--- config.mk ---
export PLATFORM = sky130hd
export DESIGN_NAME = mic_fetch_unit
export DESIGN_NICKNAME = d
export VERILOG_FILES = /design/src/rtl/mic_ifu_pkg.sv /design/src/rtl/ifu_byte_queue.sv /design/src/rtl/mic_fetch_unit.sv
export SDC_FILE = /design/constraint.sdc
export NUM_CORES = 1
export LEC_CHECK = 0
export ABC_AREA = 1
export BUFFER_PORTS_ARGS = -buffer_cell sky130_fd_sc_hd__buf_2
export CAP_MARGIN = 10
export CELL_PAD_IN_SITES_DETAIL_PLACEMENT = 1
export CELL_PAD_IN_SITES_GLOBAL_PLACEMENT = 1
export CORE_MARGIN = 8
export CORE_UTILIZATION = 37
export CTS_CLUSTER_SIZE = 25
export DETAILED_ROUTE_END_ITERATION = 12
export HOLD_SLACK_MARGIN = 0.02
export PLACE_DENSITY_LB_ADDON = 0.3
export SETUP_SLACK_MARGIN = 0.4
export SKIP_CTS_REPAIR_TIMING = 1
export SLEW_MARGIN = 20
export SYNTH_ARGS = -nofsm -noshare
export SYNTH_HDL_FRONTEND = slang
export SYNTH_SLANG_ARGS = --single-unit
export TNS_END_PERCENT = 1
--- constraint.sdc ---
create_clock -name clk_ifu -period 3.4 [get_ports clk_ifu]
set_clock_uncertainty 0.1 [all_clocks]
set_input_delay 0.68 -clock clk_ifu [delete_from_list [all_inputs] [get_ports clk_ifu]]
set_output_delay 0.68 -clock clk_ifu [all_outputs]
set_load 0.05 [all_outputs]
--- src/rtl/mic_ifu_pkg.sv ---
// Shared types, default sizes and byte-extension helpers for the MIC instruction fetch unit.
package mic_ifu_pkg;

    typedef enum logic [1:0] {
        IFU_IDLE,
        IFU_RUN,
        IFU_REDIR
    } ifu_state_t;

    localparam int DEF_QDEPTH = 4;
    localparam int DEF_PC_W   = 32;

    function automatic logic [31:0] sext8(input logic [7:0] b);
        return {{24{b[7]}}, b};
    endfunction

    function automatic logic [31:0] zext8(input logic [7:0] b);
        return {24'h000000, b};
    endfunction

endpackage

--- src/rtl/ifu_byte_queue.sv ---
// Circular byte FIFO for the fetch unit: one push and zero to two pops per cycle,
// synchronous flush, combinational head and head+1 read ports (zero when not present).
module ifu_byte_queue
    import mic_ifu_pkg::*;
#(
    parameter int  DEPTH = DEF_QDEPTH,
    localparam int AW    = $clog2(DEPTH),
    localparam int CW    = AW + 1
) (
    input  logic          clk_ifu,
    input  logic          reset_ifu_n,
    input  logic          flush,
    input  logic          push,
    input  logic [7:0]    push_data,
    input  logic [1:0]    pop_cnt,
    output logic [CW-1:0] count,
    output logic [7:0]    head_data,
    output logic [7:0]    next_data
);

    logic [7:0]    storage [DEPTH];
    logic [AW-1:0] wr_ptr;
    logic [AW-1:0] rd_ptr;
    logic [AW-1:0] rd_ptr_plus1;

    assign rd_ptr_plus1 = rd_ptr + AW'(1);

    // NOTE: sequential state is written with non-blocking assignments only, so every
    // register samples the pre-edge values of its neighbours regardless of process order.
    always_ff @(posedge clk_ifu) begin
        if (!reset_ifu_n || flush) begin
            wr_ptr <= '0;
            rd_ptr <= '0;
            count  <= '0;
        end else begin
            if (push) begin
                wr_ptr <= wr_ptr + AW'(1);
            end
            rd_ptr <= rd_ptr + AW'(pop_cnt);
            count  <= count + CW'(push) - CW'(pop_cnt);
        end
    end

    // NOTE: the byte storage has no reset; count gates every read, so stale contents
    // are never visible and the array can map onto plain registers or LUT RAM.
    always_ff @(posedge clk_ifu) begin
        if (push && !flush) begin
            storage[wr_ptr] <= push_data;
        end
    end

    assign head_data = (count != '0)       ? storage[rd_ptr]       : 8'h00;
    assign next_data = (count >= CW'(2))   ? storage[rd_ptr_plus1] : 8'h00;

endmodule

--- src/rtl/mic_fetch_unit.sv ---
// MIC instruction fetch unit: issues byte fetches, buffers returned bytes in a prefetch
// queue, presents MBR/MBRU/2-byte operand to the microsequencer and handles redirects.
module mic_fetch_unit
    import mic_ifu_pkg::*;
#(
    parameter int              QDEPTH   = DEF_QDEPTH,
    parameter int              PC_W     = DEF_PC_W,
    parameter logic [PC_W-1:0] RESET_PC = '0
) (
    input  logic            clk_ifu,
    input  logic            reset_ifu_n,
    input  logic            ifu_en,
    output logic [PC_W-1:0] PC_M,
    output logic            Fetch,
    input  logic [7:0]      out_MBR,
    input  logic            take1,
    input  logic            take2,
    input  logic            pc_load,
    input  logic [PC_W-1:0] pc_new,
    output logic [31:0]     mbr_s,
    output logic [31:0]     mbru,
    output logic [15:0]     mbr2,
    output logic            mbr1_valid,
    output logic            mbr2_valid,
    output logic [PC_W-1:0] pc_head,
    output logic            underflow_err
);

    localparam int CW = $clog2(QDEPTH) + 1;

    ifu_state_t      state;
    ifu_state_t      state_next;
    logic [PC_W-1:0] fetch_pc;
    logic            inflight;
    logic            issue;
    logic            push;
    logic            underflow_set;
    logic [1:0]      pop_cnt;
    logic [CW-1:0]   count;
    logic [CW-1:0]   occupancy;
    logic [7:0]      head_byte;
    logic [7:0]      next_byte;

    // Bytes already queued plus the one on its way back; never exceeds QDEPTH.
    assign occupancy  = count + CW'(inflight);
    assign mbr1_valid = (count != '0);
    assign mbr2_valid = (count >= CW'(2));

    // NOTE: every signal driven here gets a default first, so no path can leave it
    // unassigned and infer a latch.
    always_comb begin
        state_next = state;
        issue      = 1'b0;
        unique case (state)
            IFU_IDLE: begin
                if (!pc_load && ifu_en) begin
                    state_next = IFU_RUN;
                end
            end
            IFU_RUN: begin
                if (pc_load) begin
                    state_next = IFU_REDIR;
                end else if (!ifu_en && !inflight) begin
                    state_next = IFU_IDLE;
                end else begin
                    issue = ifu_en && (occupancy < CW'(QDEPTH));
                end
            end
            IFU_REDIR: begin
                state_next = pc_load ? IFU_REDIR : IFU_RUN;
            end
            default: begin
                state_next = IFU_IDLE;
            end
        endcase
    end

    // Consume handshake; a redirect cycle ignores takes entirely.
    always_comb begin
        pop_cnt       = 2'd0;
        underflow_set = 1'b0;
        if (!pc_load) begin
            if (take2) begin
                if (mbr2_valid) pop_cnt = 2'd2;
                else            underflow_set = 1'b1;
            end else if (take1) begin
                if (mbr1_valid) pop_cnt = 2'd1;
                else            underflow_set = 1'b1;
            end
        end
    end

    // A byte returning in a redirect cycle belongs to the old stream and is dropped.
    assign push = inflight && !pc_load;

    always_ff @(posedge clk_ifu) begin
        if (!reset_ifu_n) begin
            state         <= IFU_IDLE;
            fetch_pc      <= RESET_PC;
            pc_head       <= RESET_PC;
            inflight      <= 1'b0;
            underflow_err <= 1'b0;
        end else begin
            state <= state_next;
            if (pc_load) begin
                fetch_pc <= pc_new;
                pc_head  <= pc_new;
                inflight <= 1'b0;
            end else begin
                if (issue) begin
                    fetch_pc <= fetch_pc + PC_W'(1);
                end
                inflight <= issue;
                pc_head  <= pc_head + PC_W'(pop_cnt);
            end
            if (underflow_set) begin
                underflow_err <= 1'b1;
            end
        end
    end

    ifu_byte_queue #(
        .DEPTH(QDEPTH)
    ) u_queue (
        .clk_ifu    (clk_ifu),
        .reset_ifu_n(reset_ifu_n),
        .flush      (pc_load),
        .push       (push),
        .push_data  (out_MBR),
        .pop_cnt    (pop_cnt),
        .count      (count),
        .head_data  (head_byte),
        .next_data  (next_byte)
    );

    assign PC_M  = fetch_pc;
    assign Fetch = issue;
    assign mbr_s = sext8(head_byte);
    assign mbru  = zext8(head_byte);
    assign mbr2  = {head_byte, next_byte};

endmodule

==> results of run 1 <==
## worst min path at each step
| stage | from | end | slack, ps | cells after the start |
|---|---|---|---|---|
| 2_1_floorplan | state[1] | state[1] | 360 | 2 |
| 3_3_place_gp | state[1] | state[1] | 370 | 2 |
| 6_report | state[1] | state[1] | 410 | 2 |
| 3_5_place_dp | state[1] | state[1] | 400 | 2 |
| 4_1_cts | state[1] | state[1] | 410 | 2 |
| 5_1_grt | underflow_err | underflow_err | 430 | 1 |
## report_power, final
part | switching, mW | internal [mW] | leakage [nW]
combinational | 0.397 | 0.108 | 2.46
sequential | 0.0702 | 1.36 | 0.906
clock | 0.484 | 0.516 | 0.133
## synthesized netlist by cell type, types with 4 or more instances
library cell               number
sky130_fd_sc_hd__xnor2_1        7
sky130_fd_sc_hd__o211ai_1       4
sky130_fd_sc_hd__nand3_1       41
sky130_fd_sc_hd__nand4_1       13
sky130_fd_sc_hd__nand2_1      261
sky130_fd_sc_hd__nand3b_1       4
sky130_fd_sc_hd__nor2_4        11
sky130_fd_sc_hd__o21ai_1        5
sky130_fd_sc_hd__nor2_1       109
sky130_fd_sc_hd__nor3_2         4
sky130_fd_sc_hd__xor2_1        22
sky130_fd_sc_hd__o22ai_1       14
sky130_fd_sc_hd__edfxtp_1      32
sky130_fd_sc_hd__nand2_2        7
sky130_fd_sc_hd__o21ai_0       57
sky130_fd_sc_hd__dfxtp_1       75
sky130_fd_sc_hd__buf_2         10
sky130_fd_sc_hd__ha_1          11
sky130_fd_sc_hd__nor3_1         8
sky130_fd_sc_hd__a31oi_1       12
sky130_fd_sc_hd__buf_4         64
sky130_fd_sc_hd__a21oi_1       39
sky130_fd_sc_hd__clkbuf_1       8
sky130_fd_sc_hd__nor2_2         8
sky130_fd_sc_hd__inv_2          6
sky130_fd_sc_hd__inv_1        106
## layout make-up
cell class / instances / area, um2 / area share
Multi-Input combinational cell: 684 / 3430 / 0.437
Sequential cell: 107 / 2460 / 0.314
Timing Repair Buffer: 184 / 958 / 0.122
Inverter: 115 / 442 / 0.0562
Tap cell: 229 / 287 / 0.0365
Clock buffer: 13 / 250 / 0.0319
Clock inverter: 3 / 15.0 / 0.00191
Antenna cell: 2 / 5.00 / 0.000637
## state kept, by name, summed over array words and instances (netlist names)
register,flops
state,2
u_queue.count,3
pc_head,32
underflow_err,1
u_queue.wr_ptr,2
inflight,1
u_queue.storage,32
PC_M,32
u_queue.rd_ptr,2
## cells by family after synthesis
family / synth area share
simple gates: 0.309
buf+inv: 0.151
compound gates: 0.114
flops: 0.362
xor+xnor: 0.0373
fa+ha+maj: 0.0261
other cells: 0.000551
## per-layer routing
layer  global-route usage  vias to the layer above
li1                     -                     3295
met1                0.290                     3283
met2                0.344                      213
met3               0.0401                       32
met4               0.0696                        0
met5                    0                        -
## tightest hold or removal path: stages (launching register included)
cell,delay [ps]
sky130_fd_sc_hd__dfxtp_1,330
sky130_fd_sc_hd__nand2_1,70
sky130_fd_sc_hd__a21oi_1,60
==> summary by stage, run 1 <==
Route
The routed wire length on met2 is 11,400 um. In this run the remaining antenna-violating nets after routing total 0. In the final routing, the length of wire on met1 measures 11,200 um. Summing over every cut layer, the via total after detailed routing is between 6,000 and 7,000. The post-detailed-route DRC marker count is 0. The average wire per cell in the routed design is 18.6 um.

The first TritonRoute pass finished after 5 iterations. After detailed routing, the total wire length is 24,900 um. The ratio of routed vias to standard cells is between 5 and 6. The number of violations reported at the end of detailed-routing iteration 0 is 401.

The detailed router used layers up to and including met4. Detailed routing placed a total of ~1700 um of wire on met3.

Floorplan
The number of I/O pins is 194. The die span in y is 152 um. Measured along the x axis, the die boundary spans approximately 150 um. The region available for standard cell placement spans 0.0180 mm2. The die area is 0.0230 mm2.

The floorplan has 49 rows. The initial standard-cell utilization of the core is 0.378.

CTS
The H-tree was split into 3 levels. The number of buffers between clock root and the deepest sink is 2. The clock tree from TritonCTS is yes. The clock latency on the worst-skew pair is 360 ps. The CTS sink count is 107. In this run, CTS created clock tree buffers numbering 9. The cell at the root of the clock tree is sky130_fd_sc_hd__clkbuf_16. Clock-pin slew was measured on the worst setup and hold paths at ~70 ps.

Place
In this run the cell area measured after placement is approximately 0.0075 mm2. In this run, placement finished with an instance count of between 1,000 and 1,500. The placer congestion estimate is 0.873. The count of buffers from port buffering is approximately 170.

Once detailed placement completed, the half-perimeter wirelength came to about 20,000 um. The pre-CTS worst setup slack is between 400 and 500 ps.

Worst setup path
The largest driver fanout on the critical path is 12. STA classifies the critical path startpoint as a flip-flop. The critical path's top delay family is buffers and inverters. The critical path in this run is classified as flip-flop to output pin. For the worst setup path, the data arrival time is 2000 ps. The longest individual stage delay on the worst path is 410 ps. The slowest stage cell on the critical path is sky130_fd_sc_hd__nor2_2. The capture instance of the worst register-to-register path is pc_head[28]. For the worst setup path, the data required time is 2620 ps. The startpoint identified for the worst register-to-register timing path is u_queue.count[1]. Together, buffers and inverters on the worst path number 3. The critical path crosses 6 cells after its start point. The capture point of the worst path is mbr2[5].

Traced cell by cell, the critical path runs through buf_4 > nor2_2 > inv_1 > nand2_1 > a31oi_1 > buf_2. The critical path starts at u_queue.rd_ptr[0]. The reg2reg setup slack is 660 ps.

The worst setup path is captured at an output pin. The cell depth of the worst flop-to-flop path is 15.

GRT
The first global-routing pass estimated 38,400 um of wire. Entering global routing, the biggest net connects 33 pins. The total overflow left after global routing is 0. The number of antenna violations at the first check in global routing is 2. The global-route usage over all layers is 0.216.

The via count of the first global-routing pass is 6,910.

Synth
The count of flip-flops with a built-in enable after synthesis is 32. The number of standard cells after synthesis is 966. The share of flip-flops with an asynchronous set or reset after synthesis is 0. Each instance of the synthesized netlist takes up on average 7.05 um2. Yosys printed 0 warnings. The area fraction of the dominant cell type after synthesis is 0.220. Summed over all instances, the cell type with the most area after synthesis is sky130_fd_sc_hd__dfxtp_1.

The flip-flop and latch count after synthesis is 107. The most common flop cell mapped by yosys is sky130_fd_sc_hd__dfxtp_1. The cell area after synthesis is 0.00681 mm2. By area the synthesized netlist is led by sky130_fd_sc_hd__dfxtp_1, sky130_fd_sc_hd__nand2_1, sky130_fd_sc_hd__edfxtp_1. The proportion of synthesized chip area in sequential cells is 0.362. Yosys mapped the design onto 47 distinct sky130hd cell types.

Power and ir drop
In this run the power density over the cells is ~370 mW/mm2. The worst ir drop on vdd is ~0.00025 V. The total power of the final layout is around 3 mW.

In this run the static leakage power is between 3 and 4 nW.

Timing
Once routing completed, OpenROAD measured the worst setup slack at around 620 ps. Setup repair after global routing left no endpoint under its margin. In the finished design, the share of the clock period the worst path needs comes to 0.818.

Setup total negative slack on the finished layout was measured at 0 ps. The worst relative slew slack is 0.660. After layout, the minimum clock period comes to 2780 ps. On the final layout, the worst hold slack is 412 ps. The peak clock frequency supported by timing is roughly 360 MHz.

At the pin with the least slew margin, the transition time is 508 ps. The final number of hold-violating endpoints is 0. Setup violations remaining at the end of the flow were counted as 0. The final max-slew violation count came to 0.

Final layout
The filler-free cell count of the finished design is 1,337. The layout filler cell count is 2,409. Leaving out fill and tap cells, the most frequent cell in the layout is sky130_fd_sc_hd__nand2_1.

For this run, the post-layout net count is between 1,000 and 1,500. The design area is between 0.007 and 0.008 mm2. The ratio of cells with drive above 1 in the final layout is 0.224. Measured on the finished design, the core utilization comes to 0.436. The layout-stage area growth over the synthesis result is 15.3%. In the layout the commonest cells are sky130_fd_sc_hd__nand2_1, sky130_fd_sc_hd__buf_2, sky130_fd_sc_hd__nor2_1.

Run
The tool flagged a number of max-cap violations equal to 0.

Run status
The flow ran to the end, and the final reports show no timing, DRC or antenna violations.

Min path
The worst hold path class is flip-flop to flip-flop.
Note: power is estimated with default switching activity, not from simulation.
==> inputs of run 2 (changes only) <==
Clock period 3.4 ns to 2.6 ns, I/O delays scaled along.
==> run 2 against run 1 <==
Against the previous run: clock power rose by 39%; largest power group unchanged; critical path depth grew 1; die area unchanged; power rose by 34%; non-clock buffer count grew 21; sequential share of layout area fell by 3.1 points; final cell count grew 1.3%; setup slack lost 570 ps; largest cell class unchanged; hold slack got worse by 140 ps; routed wire length increased by 3.9%; utilization rose by 5.1 points; critical path type unchanged; first-iteration DRC count grew 10%.
==> summary by stage, run 2 (synthesized netlist as in run 1, its figures left out) <==
Run status
The run finished with clean final reports.

Power and ir drop
The reported leakage power is 3.71 nW. Dividing total power by cell area gives a power density of 449 mW/mm2. The worst ir drop on vdd is 0.000342 V. The design draws between 3 and 4 mW.

Min path
Along the worst hold path, the cell count comes to 1. The tightest min-delay check is of the input pin to flip-flop type.

GRT
The number of antenna violations at the first check in global routing came to 0. The via count of the first global-routing pass is 7,081. Entering global routing, the biggest net connects 33 pins.

The global-route usage over all layers is 0.215. The total overflow left after global routing is 0. The first global-routing pass estimated 38,200 um of wire.

Worst setup path
The type of the setup path with the least slack is flip-flop to output pin. The worst setup path is captured at an output pin. The critical path data required time is 1980 ps. For the worst flop-to-flop path, the logic depth is 13. The largest driver fanout on the critical path is 27. The reg2reg setup slack is about 130 ps. The longest individual stage delay on the worst path is roughly 460 ps. The startpoint class of the critical path is a flip-flop. The slowest stage cell on the critical path is sky130_fd_sc_hd__dfxtp_4. The critical path data arrival time is ~1900 ps. The critical path goes through buf_8 > nor2_4 > nor2_2 > o21ai_2 > a21oi_4 > buf_12 > buf_4.

Place
At the placement stage, the worst setup path has a slack of ~35 ps. The placer congestion estimate is around 0.89. In this run, placement finished with an instance count of approximately 1,300. The detailed-placement wirelength estimate is 20,200 um. The count of buffers from port buffering is 169. The post-placement cell area is 0.00774 mm2.

Final layout
Leaving out fill and tap cells, the most frequent cell in the layout is sky130_fd_sc_hd__nand2_1. The layout-stage area growth over the synthesis result is 28.8%. The filler-free cell count of the finished design is about 1,400. The post-layout net count is 1,179. In the layout the commonest cells are sky130_fd_sc_hd__nand2_1, sky130_fd_sc_hd__buf_2, sky130_fd_sc_hd__inv_1, sky130_fd_sc_hd__nor2_1, sky130_fd_sc_hd__dfxtp_1. The design area is 0.00877 mm2. Once layout is complete, the utilization of the core stands at 0.487. The final antenna diode count is 0. In the final layout, the share of cells above drive strength 1 is 0.291.

Timing
Setup repair after global routing could not meet its margin everywhere. The peak clock frequency supported by timing is slightly below 400 MHz. For the pin with the worst max-slew slack, the measured transition is 577 ps.

The clock period could shrink to 2550 ps. Setup violations remaining at the end of the flow were counted as 0. Of the available clock period, the critical path in the final layout requires 0.980. The worst relative slew slack is 0.615.

The final max-slew violation count is 0. The post-route worst setup slack is 51.0 ps. The final number of hold-violating endpoints is 0.

Floorplan
The initial standard-cell utilization of the core is 0.378. The die area is ~0.023 mm2. The floorplan step set the die height to ~150 um. The number of I/O pins is 194. The floorplan has 49 rows.

In this run the standard cell core region covers 0.0180 mm2. The die extent in x is 152 um.

CTS
TritonCTS built the clock tree. The clock passes through at most 2 buffers. The clock latency on the worst-skew pair is 370 ps. Counting the buffers created by CTS gives 9. In this run the number of H-tree levels came out at 3. The CTS sink count is 107. After clock tree synthesis, the clock-pin slew on the worst setup and hold paths is about 80 ps.

The cell sitting at the root of the clock tree is a sky130_fd_sc_hd__clkbuf_16.

Run
The max capacitance violation total is 0.

Route
After detailed routing, the number of vias per cell comes to 5.10. The post-detailed-route DRC marker count is 0. The final layout contains routed wiring with a total length of 25,900 um. In this run the remaining antenna-violating nets after routing total 0. Summing over every cut layer, the via total after detailed routing is a little under 7,000.

The first detailed-routing pass took 5 iterations. The number of violations reported at the end of detailed-routing iteration 0 is between 400 and 500. After detailed routing, the average wire length per cell comes to 19.1 um.
## run 2: cell types whose count changed in the layout (fill, tap and decap cells not counted), moves of 8 or more
cell	change
sky130_fd_sc_hd__a21oi_1	-8
sky130_fd_sc_hd__buf_12	+18
sky130_fd_sc_hd__buf_2	-57
sky130_fd_sc_hd__buf_4	+30
sky130_fd_sc_hd__buf_6	+28
sky130_fd_sc_hd__nand2_1	-15
sky130_fd_sc_hd__nand2_2	+14
sky130_fd_sc_hd__nor2_1	-9
sky130_fd_sc_hd__o21ai_0	-11
sky130_fd_sc_hd__o21ai_1	+9
## run 2: worst paths after layout
kind | from | to
setup / recovery | u_queue.rd_ptr[0] | mbr_s[16]
hold / removal | out_MBR[4] | u_queue.storage[0][4]
setup reg to reg | u_queue.count[0] | pc_head[10]
hold reg to reg | state[1] | state[1]
## run 2: metal layers
metal / share of wire / GRT usage
met1: 0.44 / 0.274
met2: 0.49 / 0.368
met3: 0.052 / 0.0303
met4: 0.020 / 0.0666
met5: 0 / 0
## run 2: power by group
group          total (mW)  switching (mW)  leakage [nW]  internal (mW)
Sequential           1.87          0.0937         0.909           1.77
Combinational       0.678           0.526          2.66          0.153
Clock                1.39           0.717         0.138          0.670
Total                3.93            1.34          3.71           2.60
## run 2: worst max-delay path: cells and delay by family, from the launching register on
kind / cells / cell delay [ps]
AO/OA/AOI/OAI: 2 / 240
buffers and inverters: 3 / 700
flip-flops: 1 / 460
AND/OR/NAND/NOR: 2 / 160
## run 2: area by class of cell
class,instances,area (um2)
timing repair buffer,205,1600
inverter,115,462
fill,2283,9250
sequential,107,2480
clock inverter,7,57.6
clock buffer,9,225
multi-input combinational,682,3660
tap,229,287
## run 2: through the flow
stage / TNS, ps / hold slack [ps]
after floorplan: 0 / 357
after global placement: 0 / 368
after detailed placement: 0 / 383
after CTS: -6510 / 262
after global routing: -181 / 263
final: 0 / 273
==> inputs of run 3 (changes only) <==
Settings changed: SYNTH_HIERARCHICAL from default to 1.
==> run 3 against run 2 <==
Against the previous run: setup slack improved by 140 ps; clock power increased by 17%; utilization decreased by 3.8 points; via count up 3.1%; non-clock buffer count is 8 lower; area after synthesis up 4.9%; global-route usage down 1.1 points.
==> summary by stage, run 3 <==
Route
The average wire per cell in the routed design is 17.1 um. Before antenna repair, the detailed router went through 4 iterations. The post-detailed-routing wire length is 25,100 um.

The ratio of routed vias to standard cells is 4.84. For this block, the via count after detailed routing is 7,122. The detail route stage leaves a number of antenna-violating nets equal to 0. In the routed design, unresolved DRC markers number 0. The number of violations reported at the end of detailed-routing iteration 0 is 288.

Synth
The number of standard cells after synthesis is between 1,000 and 1,500. The area fraction of the dominant cell type after synthesis is 0.210. Of the synthesized area, sequential elements account for 0.345.

The mapped netlist covers 0.00714 mm2. The area fraction in compound gates after synthesis is 0.0776. Of the total synthesized cell area, the portion taken by full adders, half adders and majority gates is 0.0249. The area fraction in and, or, nand and nor cells after synthesis is 0.372.

The mux contribution to synthesized area is 0. By instance count, the leading cell after synthesis is sky130_fd_sc_hd__nand2_1. The xor/xnor cell area share of the yosys netlist is 0.0172. The count of flip-flops with a built-in enable after synthesis is 32. The synthesized design spends more area on one cell type than any other, namely sky130_fd_sc_hd__dfxtp_1. After synthesis, the netlist uses 44 different library cells. The commonest cells after synthesis are sky130_fd_sc_hd__nand2_1, sky130_fd_sc_hd__inv_1, sky130_fd_sc_hd__nor2_1.

In this run, synthesis produced a sequential element count of 107. The number of synthesis warnings is 6. Each instance of the synthesized netlist takes up on average 6.77 um2. The most common flop cell mapped by yosys is sky130_fd_sc_hd__dfxtp_1. Ranked by total cell area, the synthesized netlist is headed by sky130_fd_sc_hd__dfxtp_1, sky130_fd_sc_hd__nand2_1, sky130_fd_sc_hd__edfxtp_1. The main combinational cell family by area after synthesis is simple AND/OR/NAND/NOR gates. The share of flip-flops with an asynchronous set or reset after synthesis is 0.

Floorplan
a little under 200 I/O pins were placed. The number of rows in the core area is 51. The initial standard-cell utilization of the core is 0.372. The die extent in x is 155 um.

The die span in y is 155 um. The core region is 0.0192 mm2. The die covers between 0.02 and 0.025 mm2.

Worst setup path
Along the worst path, the maximum fanout reaches 17. STA puts the critical path data required time at between 1500 and 2000 ps. STA classifies the critical path endpoint as an output pin. For the worst setup path, the data arrival time is 1790 ps. The critical path is of the flip-flop to output pin type. The startpoint class of the critical path is a flip-flop.

The startpoint identified for the worst register-to-register timing path is u_queue/count[2]. The critical path starts at u_queue/rd_ptr[0].

CTS
For the worst-skew pair, the clock arrives at the later sink with an insertion delay of 360 ps. The number of buffers between clock root and the deepest sink is 2. TritonCTS built the clock tree. The CTS sink count is 107. CTS built an H-tree with a depth of 3. In this run, CTS created clock tree buffers numbering 9. The cell at the root of the clock tree is sky130_fd_sc_hd__clkbuf_16. The clock-pin slew of the registers on the worst-case setup and hold paths is 80 ps.

Power and ir drop
The switching power summed over all nets is 1.30 mW. Of the total power, registers draw 0.449. IR analysis of the VDD net gives a maximum drop of between 0.0003 and 0.0004 V. For this design the ratio of total power to cell area is around 490 mW/mm2.

The clock network fraction of total power is 0.391. The cell-internal power is 2.88 mW. The combinational power share is 0.160.

The switching share of total power is 0.311. The reported leakage power is roughly 4.1 nW.

Run
The max capacitance violation total is 0.

Timing
In the finished design, the share of the clock period the worst path needs comes to 0.928. The peak clock frequency supported by timing is 414 MHz. Setup violations remaining at the end of the flow were counted as 0.

Final hold analysis gives a worst-case slack of between 200 and 300 ps. In this run the tightest slew margin relative to its limit is 0.628. The transition time of the tightest slew-check pin is about 560 ps. The final number of hold-violating endpoints came to 0. Summed over all failing endpoints, the final setup total negative slack is 0 ps. Setup repair after global routing could not meet its margin everywhere. After layout, the minimum clock period comes to around 2400 ps.

The final max-slew violation count is 0.

GRT
The number of antenna violations at the first check in global routing is 0. The first global-routing pass estimated 38,700 um of wire. Across every metal layer, demand over resource in global routing totals 0.204. The total overflow left after global routing is 0. The pin count of the biggest net entering global routing is 28.

The via count of the first global-routing pass is 7,271.

Final layout
The post-layout net count is 1,261. The repair_antennas step left the layout with diodes totalling 0. The ratio of cells with drive above 1 in the final layout is 0.245.

After filler insertion, the fill cell instance count of the layout stands at 2,529. The library cell used most frequently in the layout, excluding fill and tap cells, is sky130_fd_sc_hd__nand2_1. The design area is around 0.0086 mm2.

In the layout the commonest cells are sky130_fd_sc_hd__nand2_1, sky130_fd_sc_hd__buf_2, sky130_fd_sc_hd__inv_1. Relative to the synthesized area, the layout overhead comes to 20.6%. Excluding fillers, the count of instances in the completed layout stands at 1,472.

Place
In this run, placement finished with an instance count of approximately 1,400. The congestion estimate from routability-driven global placement came to between 0.8 and 0.9. Detailed placement ended at an HPWL of 19,700 um. The count of buffers from port buffering is 169. Once placement finished, the instance area stood at 0.00800 mm2.

Min path
The path class of the tightest hold or removal check is input pin to flip-flop. The startpoint of the most critical hold path is out_MBR[0].

Run status
The run finished with clean final reports.
==> run 3: metal layers <==
| metal | GRT usage | share of wire |
|---|---|---|
| met5 | 0 | 0 |
| met4 | 0.0691 | 0.020 |
| met3 | 0.0355 | 0.052 |
| met2 | 0.353 | 0.49 |
| met1 | 0.250 | 0.43 |
==> run 3: area by class of cell <==
type	instances	area, um2	share of cell area
multi-input combinational	756	3770	0.438
clock buffer	9	225	0.0262
sequential	107	2470	0.287
inverter	131	512	0.0594
timing repair buffer	197	1170	0.136
tap	265	332	0.0385
clock inverter	7	123	0.0142
==> run 3: logic make-up after synthesis <==
kind of cell	count (synthesis)
XOR/XNOR	14
other	1
adder cells (fa/ha/maj)	13
AND/OR/NAND/NOR	601
AO/OA/AOI/OAI	101
flip-flops	107
buffers and inverters	218
==> run 3: critical path, cell delays in order, from the launching register on <==
cell and delay [ps]:
sky130_fd_sc_hd__dfxtp_2 390, sky130_fd_sc_hd__inv_8 130, sky130_fd_sc_hd__buf_8 170, sky130_fd_sc_hd__nand2_4 110
sky130_fd_sc_hd__nand2_4 140, sky130_fd_sc_hd__nand2_1 70, sky130_fd_sc_hd__a21oi_1 190, sky130_fd_sc_hd__buf_4 230
==> run 3: power by group through the flow <==
| stage | combinational (mW) | clock (mW) | sequential (mW) |
|---|---|---|---|
| 4_1_cts | 0.673 | 1.66 | 1.87 |
| 3_5_place_dp | 0.670 | 0 | 1.91 |
| 2_1_floorplan | 0.299 | 0 | 2.10 |
| 3_3_place_gp | 0.660 | 0 | 1.91 |
| 5_1_grt | 0.716 | 1.72 | 1.88 |
| 6_report | 0.669 | 1.63 | 1.87 |
==> run 3: through the flow <==
| step | total power, mW | worst slack [ps] | util |
|---|---|---|---|
| after CTS | 4.20 | -72.9 | 0.435 |
| after detailed placement | 2.58 | 4.23 | 0.417 |
| after floorplan | 2.39 | -1.65 | - |
| after global placement | 2.57 | 74.9 | 0.417 |
| final | 4.18 | 187 | 0.448 |
| after global routing | 4.32 | 66.9 | 0.448 |
==> run 3: worst paths after layout <==
path	end	slack, ps	cells past startpoint
worst max-delay path	mbr2[5]	190	7
worst min-delay path	u_queue/storage[0][0]	270	1
worst max register to register	pc_head[22]	210	16
worst min register to register	underflow_err	380	1
